===== src/rtl/pll_reset_seq_if.sv =====
// ============================================================================
// Module   : pll_reset_seq_if
// Brief    : PLL control/status bundle between the reset sequencer and the
//            PLL / generated-clock consumers.
// Revision : 1.0
// ============================================================================
`timescale 1ns/1ps
`default_nettype none

interface pll_reset_seq_if;
  logic       lock;
  logic       pll_resetb;
  logic       sys_rst;
  logic       ready;
  logic       fail;
  logic [3:0] retry_cnt;
  logic [7:0] loss_cnt;

  modport master (
    input  lock,
    output pll_resetb, sys_rst, ready, fail, retry_cnt, loss_cnt
  );

  modport slave (
    output lock,
    input  pll_resetb, sys_rst, ready, fail, retry_cnt, loss_cnt
  );
endinterface

`default_nettype wire


===== src/rtl/pll_reset_seq.sv =====
// ============================================================================
// Module   : pll_reset_seq
// Brief    : PLL power-up / lock-timeout / loss-of-lock reset sequencer on the
//            reference clock. Optional macro PLL_RESET_SEQ_GLITCH_FILTER_EN
//            filters short lock drops while running.
// Revision : 1.0
// ============================================================================
`timescale 1ns/1ps
`default_nettype none

module pll_reset_seq #(
  parameter int SYNC_STAGES         = 2,
  parameter int PLL_RESET_CYCLES    = 16,
  parameter int LOCK_TIMEOUT_CYCLES = 65536,
  parameter int LOCK_STABLE_CYCLES  = 1024,
  parameter int RETRY_MAX           = 7,
  parameter int GLITCH_CYCLES       = 4
) (
  input  wire logic             clk,
  input  wire logic             rst_n,
  pll_reset_seq_if.master       pll_if
);

  function automatic int f_max(input int a, input int b);
    return (a > b) ? a : b;
  endfunction

  localparam int c_MAX_CYC = f_max(f_max(PLL_RESET_CYCLES, LOCK_TIMEOUT_CYCLES),
                                   f_max(LOCK_STABLE_CYCLES, GLITCH_CYCLES));
  localparam int c_CNT_W   = $clog2(c_MAX_CYC) + 1;

  localparam logic [c_CNT_W-1:0] c_RST_LAST = c_CNT_W'(PLL_RESET_CYCLES - 1);
  localparam logic [c_CNT_W-1:0] c_TO_LAST  = c_CNT_W'(LOCK_TIMEOUT_CYCLES - 1);
  localparam logic [c_CNT_W-1:0] c_STB_LAST = c_CNT_W'(LOCK_STABLE_CYCLES - 1);

  localparam logic [2:0] c_S_PLL_RST = 3'd0;
  localparam logic [2:0] c_S_WAIT    = 3'd1;
  localparam logic [2:0] c_S_STABLE  = 3'd2;
  localparam logic [2:0] c_S_RUN     = 3'd3;
  localparam logic [2:0] c_S_FAIL    = 3'd4;

  logic [SYNC_STAGES-1:0] r_sync;
  logic                   w_lock_s;
  logic [2:0]             r_state, w_state_nxt;
  logic [c_CNT_W-1:0]     r_cnt, w_cnt_nxt, w_cnt_inc;
  logic [3:0]             r_retry, w_retry_sat, w_retry_nxt;
  logic [7:0]             r_loss, w_loss_sat, w_loss_nxt;
  logic                   r_pll_resetb, r_sys_rst, r_ready, r_fail;
  logic                   w_pll_resetb_nxt, w_sys_rst_nxt, w_ready_nxt, w_fail_nxt;
  logic                   w_loss_det, w_retry_evt, w_loss_evt;

  assign w_lock_s    = r_sync[SYNC_STAGES-1];
  assign w_cnt_inc   = r_cnt + 1'b1;
  assign w_retry_sat = (r_retry == 4'hF) ? r_retry : r_retry + 4'd1;
  assign w_loss_sat  = (r_loss == 8'hFF) ? r_loss : r_loss + 8'd1;

`ifdef PLL_RESET_SEQ_GLITCH_FILTER_EN
  localparam int                c_GL_W    = $clog2(GLITCH_CYCLES + 1);
  localparam logic [c_GL_W-1:0] c_GL_LAST = c_GL_W'(GLITCH_CYCLES - 1);

  logic [c_GL_W-1:0] r_glitch;

  // Loss only once lock_s has stayed low for GLITCH_CYCLES consecutive samples.
  assign w_loss_det = (r_state == c_S_RUN) && !w_lock_s && (r_glitch == c_GL_LAST);

  always_ff @(posedge clk or negedge rst_n) begin
    if (!rst_n) begin
      r_glitch <= '0;
    end else if ((r_state == c_S_RUN) && !w_lock_s && !w_loss_det) begin
      r_glitch <= r_glitch + 1'b1;
    end else begin
      r_glitch <= '0;
    end
  end
`else
  assign w_loss_det = (r_state == c_S_RUN) && !w_lock_s;
`endif

  always_ff @(posedge clk or negedge rst_n) begin
    if (!rst_n) begin
      r_sync       <= '0;
      r_state      <= c_S_PLL_RST;
      r_cnt        <= '0;
      r_retry      <= 4'd0;
      r_loss       <= 8'd0;
      r_pll_resetb <= 1'b0;
      r_sys_rst    <= 1'b1;
      r_ready      <= 1'b0;
      r_fail       <= 1'b0;
    end else begin
      r_sync       <= {r_sync[SYNC_STAGES-2:0], pll_if.lock};
      r_state      <= w_state_nxt;
      r_cnt        <= w_cnt_nxt;
      r_retry      <= w_retry_nxt;
      r_loss       <= w_loss_nxt;
      r_pll_resetb <= w_pll_resetb_nxt;
      r_sys_rst    <= w_sys_rst_nxt;
      r_ready      <= w_ready_nxt;
      r_fail       <= w_fail_nxt;
    end
  end

  always_comb begin
    w_state_nxt = r_state;
    w_cnt_nxt   = w_cnt_inc;
    w_retry_evt = 1'b0;
    w_loss_evt  = 1'b0;
    case (r_state)
      c_S_PLL_RST: begin
        if (r_cnt == c_RST_LAST) begin
          w_state_nxt = c_S_WAIT;
          w_cnt_nxt   = '0;
        end
      end
      c_S_WAIT: begin
        // Lock takes priority over a coincident timeout.
        if (w_lock_s) begin
          w_state_nxt = c_S_STABLE;
          w_cnt_nxt   = '0;
        end else if (r_cnt == c_TO_LAST) begin
          w_retry_evt = 1'b1;
          w_cnt_nxt   = '0;
          w_state_nxt = (int'(w_retry_sat) > RETRY_MAX) ? c_S_FAIL : c_S_PLL_RST;
        end
      end
      c_S_STABLE: begin
        // The WAIT_LOCK cycle that saw lock_s high counts as the first stable sample.
        if (!w_lock_s) begin
          w_state_nxt = c_S_WAIT;
          w_cnt_nxt   = '0;
        end else if (w_cnt_inc == c_STB_LAST) begin
          w_state_nxt = c_S_RUN;
          w_cnt_nxt   = '0;
        end
      end
      c_S_RUN: begin
        w_cnt_nxt = '0;
        if (w_loss_det) begin
          w_loss_evt  = 1'b1;
          w_state_nxt = c_S_PLL_RST;
        end
      end
      c_S_FAIL: begin
        w_cnt_nxt = '0;
      end
      default: begin
        w_state_nxt = c_S_PLL_RST;
        w_cnt_nxt   = '0;
      end
    endcase
  end

  always_comb begin
    w_pll_resetb_nxt = (w_state_nxt == c_S_WAIT) || (w_state_nxt == c_S_STABLE) ||
                       (w_state_nxt == c_S_RUN);
    w_sys_rst_nxt    = (w_state_nxt != c_S_RUN);
    w_ready_nxt      = (w_state_nxt == c_S_RUN);
    w_fail_nxt       = (w_state_nxt == c_S_FAIL);
    w_retry_nxt      = r_retry;
    if (w_retry_evt) begin
      w_retry_nxt = w_retry_sat;
    end else if ((r_state != c_S_RUN) && (w_state_nxt == c_S_RUN)) begin
      w_retry_nxt = 4'd0;
    end
    w_loss_nxt = w_loss_evt ? w_loss_sat : r_loss;
  end

  assign pll_if.pll_resetb = r_pll_resetb;
  assign pll_if.sys_rst    = r_sys_rst;
  assign pll_if.ready      = r_ready;
  assign pll_if.fail       = r_fail;
  assign pll_if.retry_cnt  = r_retry;
  assign pll_if.loss_cnt   = r_loss;

endmodule

`default_nettype wire


===== src/flat_wrapper.sv =====
// flat-port wrapper written by rule: the top's interface ports become plain ports
module pll_reset_seq_flat 
#(
  parameter int SYNC_STAGES         = 2,
  parameter int PLL_RESET_CYCLES    = 16,
  parameter int LOCK_TIMEOUT_CYCLES = 65536,
  parameter int LOCK_STABLE_CYCLES  = 1024,
  parameter int RETRY_MAX           = 7,
  parameter int GLITCH_CYCLES       = 4
)
  (clk, rst_n, pll_if_lock, pll_if_pll_resetb, pll_if_sys_rst, pll_if_ready, pll_if_fail, pll_if_retry_cnt, pll_if_loss_cnt);
  pll_reset_seq_if pll_if_i ();
  input  wire logic clk;
  input  wire logic rst_n;
  input wire logic [$bits(pll_if_i.lock)-1:0] pll_if_lock;
  output wire logic [$bits(pll_if_i.pll_resetb)-1:0] pll_if_pll_resetb;
  output wire logic [$bits(pll_if_i.sys_rst)-1:0] pll_if_sys_rst;
  output wire logic [$bits(pll_if_i.ready)-1:0] pll_if_ready;
  output wire logic [$bits(pll_if_i.fail)-1:0] pll_if_fail;
  output wire logic [$bits(pll_if_i.retry_cnt)-1:0] pll_if_retry_cnt;
  output wire logic [$bits(pll_if_i.loss_cnt)-1:0] pll_if_loss_cnt;
  assign pll_if_i.lock = pll_if_lock;
  assign pll_if_pll_resetb = pll_if_i.pll_resetb;
  assign pll_if_sys_rst = pll_if_i.sys_rst;
  assign pll_if_ready = pll_if_i.ready;
  assign pll_if_fail = pll_if_i.fail;
  assign pll_if_retry_cnt = pll_if_i.retry_cnt;
  assign pll_if_loss_cnt = pll_if_i.loss_cnt;
  pll_reset_seq #(.SYNC_STAGES(SYNC_STAGES), .PLL_RESET_CYCLES(PLL_RESET_CYCLES), .LOCK_TIMEOUT_CYCLES(LOCK_TIMEOUT_CYCLES), .LOCK_STABLE_CYCLES(LOCK_STABLE_CYCLES), .RETRY_MAX(RETRY_MAX), .GLITCH_CYCLES(GLITCH_CYCLES)) u_core (.clk(clk), .rst_n(rst_n), .pll_if(pll_if_i));
endmodule

===== config.mk =====
export PLATFORM = sky130hd
export DESIGN_NAME = pll_reset_seq_flat
export DESIGN_NICKNAME = d
export VERILOG_FILES = /design/src/rtl/pll_reset_seq_if.sv /design/src/rtl/pll_reset_seq.sv /design/src/flat_wrapper.sv
export SDC_FILE = /design/constraint.sdc
export NUM_CORES = 1
export LEC_CHECK = 0
export ABC_AREA = 0
export CAP_MARGIN = 25
export CORE_MARGIN = 5
export CORE_UTILIZATION = 45
export CTS_CLUSTER_SIZE = 40
export DETAILED_ROUTE_END_ITERATION = 12
export PLACE_DENSITY = 0.65
export SLEW_MARGIN = 20
export SYNTH_ARGS = -nofsm -noshare
export SYNTH_HDL_FRONTEND = slang
export SYNTH_SLANG_ARGS = --single-unit
export TNS_END_PERCENT = 30

===== constraint.sdc =====
create_clock -name clk -period 4.7 [get_ports clk]
set_clock_uncertainty 0.15 [all_clocks]
set_input_delay 0.705 -clock clk [delete_from_list [all_inputs] [get_ports clk]]
set_output_delay 0.705 -clock clk [all_outputs]
set_load 0.01 [all_outputs]

==> flow_metrics.py <==
metrics = {
    "status": {
        "status": "finished, final reports clean",
    },
    "power": {
        "power_density_mw_per_mm2": 407,
        "p_leak_nw": 1.01,
        "ir_drop_mv": 0.257,
    },
    "timing": {
        "fin_tns_setup_ns": 0,
        "worst_pin_slew_ns": 0.815,
        "worst_slack_ns": 1.67,
        "timing.final.crit_share_pct": 64.4,
        "fmax_mhz": 331,
        "slew_violations": 0,
        "relSlewSlack_pct": 45.7,
        "rsz0062_at_grt": "false",
        "setup_viol": 0,
        "post-route-min-period_ns": 3.03,
        "final-hold-violation-count": 0,
    },
    "clock_tree": {
        "numCtsBuffers": 5,
        "clock_latency_ns": 0.29,
        "h-tree-depth": 2,
        "clock-sinks": 38,
        "clk_path_buf_depth": 2,
        "cts_resized": 0,
        "post_cts_buffers": 0,
        "hold_buffers": 0,
        "cts_tree": "yes",
        "clock-root-buffer": "clkbuf_8",
        "path_clk_slew_ns": 0.07,
    },
    "worst_setup_path": {
        "cp_slowest_cell": "o21ba_1",
        "slowest_delay_ns": 0.51,
        "cpMostUsedCell": "ha_1",
        "path_class": "flip-flop to flip-flop",
        "required_ns": 4.70,
        "path_max_fanout": 10,
        "crit_arrival_ns": 3.03,
        "critPathCaptureType": "flip-flop",
        "cp_cell_sequence": "ha_1 -> nand3_2 -> nor3_4 -> nand4_1 -> inv_1 -> ha_1 -> nor2b_1 -> nand4b_1 -> a2111oi_2 -> o21ba_1 -> nor3_2",
        "cp-start-kind": "flip-flop",
    },
    "floorplan": {
        "pin_count": 19,
        "design.core.area_mm2": 0.00429,
        "rows": 24,
        "dieWidth_um": 76.0,
        "start_util_pct": 45.6,
        "die_h_um": 76.0,
        "die_area_mm2": 0.00577,
    },
    "routing": {
        "route.vias.total": 1430,
        "wl_um": 3670,
        "drc_errors": 0,
        "final_antenna_net_count": 0,
        "drtIter0Drc": 44,
        "vias_per_cell": 5.40,
        "drt_first_pass_iters": 4,
        "wl_per_cell_um": 13.8,
    },
    "logic_synthesis": {
        "async_flop_share_pct": 100,
        "synth_area_leader_cell": "dfrtp_1",
        "synthCells": 190,
        "netlist_top_cells_count": "37 x dfrtp_1, 19 x nor2_1, 13 x nand2_1",
        "synth-seq-cells": 38,
        "syn_area_per_cell_um2": 10.3,
        "yosysWarningCount": 0,
        "ys.flop_type": "dfrtp_1",
        "syn_area_mm2": 0.00196,
        "synth_top_area_share_pct": 47.3,
        "syn_nets": 199,
        "yosysMostFrequentCell": "dfrtp_1",
        "yosysSeqAreaShare_pct": 48.6,
        "synth.area.top_cells": "dfrtp_1 47%, xnor2_1 5.4%, ha_1 3.8%",
        "synthDistinctLibCells": 47,
        "synth_edf_count": 0,
    },
    "global_routing": {
        "grt_pass1_wl_um": 6450,
        "track_usage_pct": 13.7,
        "grt_max_degree": 39,
        "overflow": 0,
        "antenna_found_initial": 0,
        "first_global_vias": 1414,
    },
    "finish": {
        "multi_input_comb_area_um2": 948,
        "fillers": 393,
        "fin_cells": 265,
        "area_growth_pct": 17.2,
        "nets": 221,
        "seq_area_um2": 952,
        "postLayoutCoreUtil_pct": 53.4,
        "drive_gt1_share_pct": 13.1,
        "diodes": 0,
    },
    "place": {
        "dp_cells": 257,
        "gp_congestion": 0.839,
        "hpwl_um": 2660,
        "post-place-ws_ns": 1.67,
        "port_buffers": 18,
    },
    "job": {
        "maxCapViolations": 0,
    },
    "worst_hold_path": {
        "hp-class": "flip-flop to flip-flop",
    },
}
-- cells in the final DEF, fill, tap and decap left out, types with 2 or more instances in the layout --
master,n
nor2_1,19
nor3_2,2
nand4_1,2
ha_1,6
nand2b_1,4
o21ai_0,4
xor2_1,8
xnor2_1,12
nand2_1,13
clkdlybuf4s50_1,17
a21oi_1,2
nand3_2,2
o22ai_1,2
o21a_1,3
nor2_2,7
inv_1,10
mux2i_1,3
and3_1,3
clkbuf_8,6
nor4_1,2
nand3_1,7
dfrtp_1,37
o211ai_1,2
nor3_1,11
and4_1,3
a31oi_1,3
-- power breakdown --
group | total [mW] | internal [mW] | switching, mW | leakage (nW)
Sequential | 0.418 | 0.366 | 0.0522 | 0.514
Combinational | 0.233 | 0.0981 | 0.135 | 0.434
Clock | 0.283 | 0.173 | 0.111 | 0.0585
-- state kept, by name, indices dropped and copies added (netlist names) --
signal / flops
u_core.r_cnt: 17
u_core.r_sync: 2
u_core.pll_if.sys_rst: 1
u_core.pll_if.pll_resetb: 1
u_core.pll_if.fail: 1
u_core.pll_if.ready: 1
u_core.pll_if.retry_cnt: 4
u_core.pll_if.loss_cnt: 8
u_core.r_state: 3
-- metal layers --
metal / part of all wire [%] / track usage (%) / vias up
li1: - / - / 704
met1: 47 / 17.4 / 691
met2: 47 / 21.4 / 28
met3: 3.7 / 3.08 / 7
met4: 2.0 / 7.47 / 0
met5: 0 / 0 / -
-- worst max-delay path, delay by kind of cell, from the launching register on --
kind | cells | cell delay, ns
buffers and inverters | 1 | 0.08
flip-flops | 1 | 0.42
AO/OA/AOI/OAI | 2 | 0.89
AND/OR/NAND/NOR | 6 | 0.99
adder cells (fa/ha/maj) | 2 | 0.36
-- metrics by stage --
step / hold slack (ns) / power (mW) / area, um2
floorplan: 0.181 / 0.607 / 1960
global placement: 0.187 / 0.649 / 2180
detailed placement: 0.194 / 0.659 / 2180
CTS: 0.211 / 0.946 / 2290
global route: 0.220 / 0.990 / 2290
finish: 0.212 / 0.934 / 2290
-- kinds of logic after synthesis --
family / share of synthesized area, %
simple gates: 25.6
flops: 48.6
compound gates: 7.92
xor+xnor: 8.95
buf+inv: 2.94
fa+ha+maj: 3.83
mux: 2.11
-- final cells by class --
cell class / instances / share of cell area (%)
well taps: 52 / 2.84
clock inverters: 1 / 1.31
flip-flops and latches: 38 / 41.5
multi-input cells: 139 / 41.3
repair buffers: 18 / 7.63
inverters: 10 / 1.64
clock buffers: 7 / 3.76
-- final timing paths --
kind | startpoint | to | depth (start not counted) | slack [ns]
max | u_core.r_cnt[0] | u_core.r_cnt[6] | 11 | 1.67
min | u_core.r_sync[0] | u_core.r_sync[1] | 0 | 0.21
max reg2reg | u_core.r_cnt[0] | u_core.r_cnt[6] | 11 | 1.67
min reg2reg | u_core.r_sync[0] | u_core.r_sync[1] | 0 | 0.21
max in group asynchronous | rst_n | u_core.r_cnt[13] | 1 | 3.52
min in group asynchronous | rst_n | u_core.pll_if.retry_cnt[3] | 1 | 0.35
No activity file was read; power rests on OpenSTA's default activity.
